$ cat config.mk
export PLATFORM = sky130hd
export DESIGN_NAME = rr_cs_scheduler_8
export DESIGN_NICKNAME = d
export VERILOG_FILES = /design/src/rtl/rr_cs_scheduler_8.sv
export SDC_FILE = /design/constraint.sdc
export NUM_CORES = 1
export LEC_CHECK = 0
export CAP_MARGIN = 15
export CORE_UTILIZATION = 40
export DETAILED_ROUTE_END_ITERATION = 12
export GPL_TIMING_DRIVEN = 0
export PLACE_DENSITY = 0.68
export SYNTH_ARGS = -nofsm -noshare
export SYNTH_HDL_FRONTEND = slang
export SYNTH_SLANG_ARGS = --single-unit
$ cat constraint.sdc
create_clock -name clk -period 4.2 [get_ports clk]
set_clock_uncertainty 0.2 [all_clocks]
set_input_delay 0.84 -clock clk [delete_from_list [all_inputs] [get_ports clk]]
set_output_delay 0.84 -clock clk [all_outputs]
set_load 0.02 [all_outputs]
$ cat src/rtl/rr_cs_scheduler_8.sv
// Round-robin scheduler sharing one 8-way active-low select among 8 requesters.
// Each grant is bounded to MAX_HOLD cycles. After every grant, all selects stay
// high for GAP_CYCLES cycles, so two selects can never overlap.
// All outputs are registered.
module rr_cs_scheduler_8 #(
    parameter int MAX_HOLD   = 4,   // 1..15
    parameter int GAP_CYCLES = 1    // 1..7
) (
    input  logic       clk,
    input  logic       rst_n,
    input  logic       en_n,
    input  logic [7:0] req,
    output logic [7:0] cs_n,
    output logic       grant_valid,
    output logic [2:0] grant_idx
);

    typedef enum logic [1:0] {
        ST_IDLE,
        ST_GRANT,
        ST_GAP
    } state_t;

    state_t     state_reg;
    logic [7:0] cs_n_reg;
    logic       grant_valid_reg;
    logic [2:0] grant_idx_reg;
    logic [2:0] ptr_reg;
    logic [3:0] hold_cnt_reg;
    logic [2:0] gap_cnt_reg;

    // Request vector rotated so that bit 0 is the first candidate after ptr.
    logic [7:0] rot_req;
    logic       win_valid;
    logic [2:0] win_off;
    logic [2:0] win_idx;
    logic [7:0] win_cs_n;

    // The 3-bit index arithmetic wraps 7 -> 0 on its own.
    generate
        for (genvar gi = 0; gi < 8; gi++) begin : g_rot
            assign rot_req[gi] = req[ptr_reg + 3'(gi + 1)];
        end
    endgenerate

    // Find the lowest set bit of the rotated vector, which is the first requester after ptr.
    always_comb begin
        win_valid = 1'b0;
        win_off   = 3'd0;
        for (int i = 7; i >= 0; i--) begin
            if (rot_req[i]) begin
                win_valid = 1'b1;
                win_off   = 3'(i);
            end
        end
    end

    assign win_idx = ptr_reg + win_off + 3'd1;

    // Active-low one-hot decode of the winner, matching the 3-to-8 decoder convention.
    generate
        for (genvar gi = 0; gi < 8; gi++) begin : g_dec
            assign win_cs_n[gi] = (win_idx != 3'(gi));
        end
    endgenerate

    // Scheduler FSM with registered outputs. Reset wins over enable, and enable wins over the state transitions.
    always_ff @(posedge clk) begin
        if (!rst_n) begin
            state_reg       <= ST_IDLE;
            cs_n_reg        <= 8'hFF;
            grant_valid_reg <= 1'b0;
            grant_idx_reg   <= 3'd0;
            ptr_reg         <= 3'd7;
            hold_cnt_reg    <= 4'd0;
            gap_cnt_reg     <= 3'd0;
        end else if (en_n) begin
            state_reg       <= ST_IDLE;
            cs_n_reg        <= 8'hFF;
            grant_valid_reg <= 1'b0;
            hold_cnt_reg    <= 4'd0;
            gap_cnt_reg     <= 3'd0;
            // An aborted grant still counts as served for the fairness order.
            if (state_reg == ST_GRANT) begin
                ptr_reg <= grant_idx_reg;
            end
        end else begin
            case (state_reg)
                ST_IDLE: begin
                    if (win_valid) begin
                        state_reg       <= ST_GRANT;
                        cs_n_reg        <= win_cs_n;
                        grant_valid_reg <= 1'b1;
                        grant_idx_reg   <= win_idx;
                        hold_cnt_reg    <= 4'd1;
                    end
                end
                ST_GRANT: begin
                    if (!req[grant_idx_reg] || (hold_cnt_reg == 4'(MAX_HOLD))) begin
                        state_reg       <= ST_GAP;
                        cs_n_reg        <= 8'hFF;
                        grant_valid_reg <= 1'b0;
                        ptr_reg         <= grant_idx_reg;
                        hold_cnt_reg    <= 4'd0;
                        gap_cnt_reg     <= 3'd1;
                    end else begin
                        hold_cnt_reg <= hold_cnt_reg + 4'd1;
                    end
                end
                ST_GAP: begin
                    if (gap_cnt_reg < 3'(GAP_CYCLES)) begin
                        gap_cnt_reg <= gap_cnt_reg + 3'd1;
                    end else begin
                        gap_cnt_reg <= 3'd0;
                        if (win_valid) begin
                            state_reg       <= ST_GRANT;
                            cs_n_reg        <= win_cs_n;
                            grant_valid_reg <= 1'b1;
                            grant_idx_reg   <= win_idx;
                            hold_cnt_reg    <= 4'd1;
                        end else begin
                            state_reg <= ST_IDLE;
                        end
                    end
                end
                default: begin
                    state_reg       <= ST_IDLE;
                    cs_n_reg        <= 8'hFF;
                    grant_valid_reg <= 1'b0;
                    hold_cnt_reg    <= 4'd0;
                    gap_cnt_reg     <= 3'd0;
                end
            endcase
        end
    end

    assign cs_n        = cs_n_reg;
    assign grant_valid = grant_valid_reg;
    assign grant_idx   = grant_idx_reg;

endmodule

==> flow_summary.yaml <==
die:
  rows: 24
  core_um2: 4350
  io_pins: 23
  die_y_um: 69.1
  start_util_pct: 41.4
  die-area_um2: 4770
  die_width_um: 69.1
global_routing:
  use_met2_pct: 25.1
  overflow: 0
  grt_pass1_wl_mm: 6.57
  grt_util_met3_pct: 3.95
  grt_use_total_pct: 16.7
  gr-usage-met1_pct: 24.0
  grt_max_degree: 14
  grt_pass1_vias: 1401
  antenna_found_initial: 0
  grt_busiest_layer: "met2"
synth:
  synth_async_sr_flop_share_pct: 0
  ys_top_cells_by_count: "24 x dfxtp_1, 20 x nand2_1, 14 x nor2_1, 13 x o21ai_0, 12 x ha_1"
  syn_area_per_cell_um2: 9.73
  synthTopCellsByArea: "dfxtp_1 27%, mux4_2 8.8%, ha_1 8.3%"
  synthesis.nets: 209
  yosysMostFrequentCell: "dfxtp_1"
  synth-seq-area-share_pct: 26.7
  netlist_instances: 185
  netlist.area_leader.share_pct: 26.7
  synth-edff-count: 0
  syn_area_um2: 1800
  synth_top_area_cell: "dfxtp_1"
  ys.flop_type: "dfxtp_1"
  synth_cell_types: 44
  ys_seq_elements: 24
  yosysWarnings: 0
placement:
  postPlaceCellArea_um2: 2090
  dp_hpwl_mm: 2.87
  gp_congestion: 0.765
  io_buffers: 22
  dpl_worst_slack_ns: -0.138
timing:
  drv_slew: 0
  fmax_mhz: 246
  rsz0062_at_grt: "no"
  period_needed_ns: 4.06
  worstMarginPinSlew_ns: 0.675
  fin_ws_ns: 0.138
  post-route-period-util_pct: 96.7
  hold_viol: 0
  fin_hold_ws_ns: 0.275
  finalSetupViolations: 0
  slew_headroom_pct: 55.0
routing:
  first_pass_iters: 4
  post_drt_via_cell_ratio: 5.66
  route.detailed.drc: 0
  routedWlPerCell_um: 14.4
  drt_iter0_markers: 121
  ant_nets: 0
  totalWireLength_mm: 3.80
  via_count: 1494
setup_path:
  rr_startpoint: "ptr_reg[1]$_SDFFE_PN1P_"
  cp_max_fo: 6
  crit_start: "req[7]"
  path_class: "in2reg"
  end_kind: "flop"
  worst-endpoint-required_ns: 4.15
  start_kind: "primary input"
  cp.arrival_ns: 4.02
clocking:
  cts_root_buf: "clkbuf_8"
  clock_sinks: 24
  cts_hold_buffers: 0
  numCtsBuffers: 3
  h-tree-depth: 1
  clk_latency_ns: 0.27
  clk_pin_slew_ns: 0.08
  cts_buffer_depth: 2
  cts_tree: "done"
run:
  cap_violations: 0
hold_path:
  min_path_type: "reg2reg"
  min-delay-start: "cs_n[5]$_SDFFE_PP1P_"
run_status:
  outcome: "completed"
final_layout:
  syn2layout_area_growth_pct: 19.5
  final_nets: 237
  num_antenna_cells: 0
  final_area_um2: 2150
  largest_reg_flops: 8
  drive_gt1_share_pct: 15.6
pwr:
  power_density_nw_per_um2: 344
  p_leak_nw: 0.857
  ir_drop_v: 0.000183
  p_total_mw: 0.740
==> kinds of logic (layout without fill, tap and decap cells) <==
family,after synthesis,count (layout),share of synthesized area [%]
AO/OA/AOI/OAI,47,47,19.0
multiplexers,23,23,20.6
XOR/XNOR,4,4,2.36
AND/OR/NAND/NOR,57,57,17.4
adder cells (fa/ha/maj),13,13,9.45
buffers and inverters,17,44,4.52
flip-flops,24,24,26.7
==> routing by layer <==
metal / vias to the layer above / part of all wire, %
met5: - / 0
met4: 0 / 0.79
met3: 4 / 4.0
met2: 31 / 46
met1: 707 / 49
li1: 752 / -
==> where the power goes <==
part / total [mW] / internal, mW / switching (mW)
logic: 0.326 / 0.148 / 0.178
clock network: 0.155 / 0.0836 / 0.0714
registers: 0.259 / 0.244 / 0.0153
==> cell usage in the layout (no fill, tap or decap), types with 2 or more instances in the layout <==
cell,netlist,layout
dfxtp_1,24,24
clkdlybuf4s50_1,0,22
nand2_1,20,20
nor2_1,14,14
o21ai_0,13,13
ha_1,12,12
inv_1,11,11
a21oi_1,10,10
mux2i_1,10,9
mux4_2,7,7
a41oi_1,6,6
nand3_1,5,5
o32a_1,5,5
clkbuf_8,0,4
mux4_1,3,3
mux2_2,3,3
o211ai_1,3,3
nand2b_1,3,3
buf_6,2,2
buf_2,2,2
xor2_1,2,2
nor2b_4,2,2
a31oi_1,2,2
a211oi_1,2,2
nand4_1,2,2
o211a_1,2,2
==> final cells by class <==
class | instances | area (um2)
buffer | 5 | 36.3
clock buffer | 4 | 55.1
fill | 407 | 2200
inverter | 12 | 45.0
multi-input combinational | 144 | 1240
sequential | 24 | 480
tap | 52 | 65.1
timing repair buffer | 23 | 225
==> worst paths after layout <==
kind                               end  slack [ns]  cells after the start
setup / recovery  cs_n[4]$_SDFFE_PP1P_        0.14                     11
hold / removal    cs_n[5]$_SDFFE_PP1P_        0.28                      1
setup reg to reg  cs_n[4]$_SDFFE_PP1P_        0.29                     15
hold reg to reg   cs_n[5]$_SDFFE_PP1P_        0.28                      1
==> worst max-delay path, cell delays in order <==
cell             delay [ns]
clkdlybuf4s50_1        0.49
mux4_1                 0.54
mux2_2                 0.33
o21ai_0                0.16
nand2_1                0.07
a31oi_1                0.19
o21ai_0                0.10
ha_1                   0.22
fa_2                   0.61
inv_1                  0.11
o32a_1                 0.35
==> through the flow <==
| step | cells | util, % | TNS (ns) |
|---|---|---|---|
| 6_report | 264 | 49.4 | 0 |
| 5_1_grt | 264 | 49.4 | 0 |
| 4_1_cts | 263 | 49.2 | 0 |
| 3_5_place_dp | 259 | 47.9 | -0.553 |
| 3_3_place_gp | 259 | 47.9 | -0.502 |
| 2_1_floorplan | 185 | - | 0 |
==> repair_timing <==
item / CTS / global route
resized for setup: 0 / 2
buffers inserted: 0 / 0
setup endpoints to repair: 0 / 2
(Power assumes the default switching activity.)
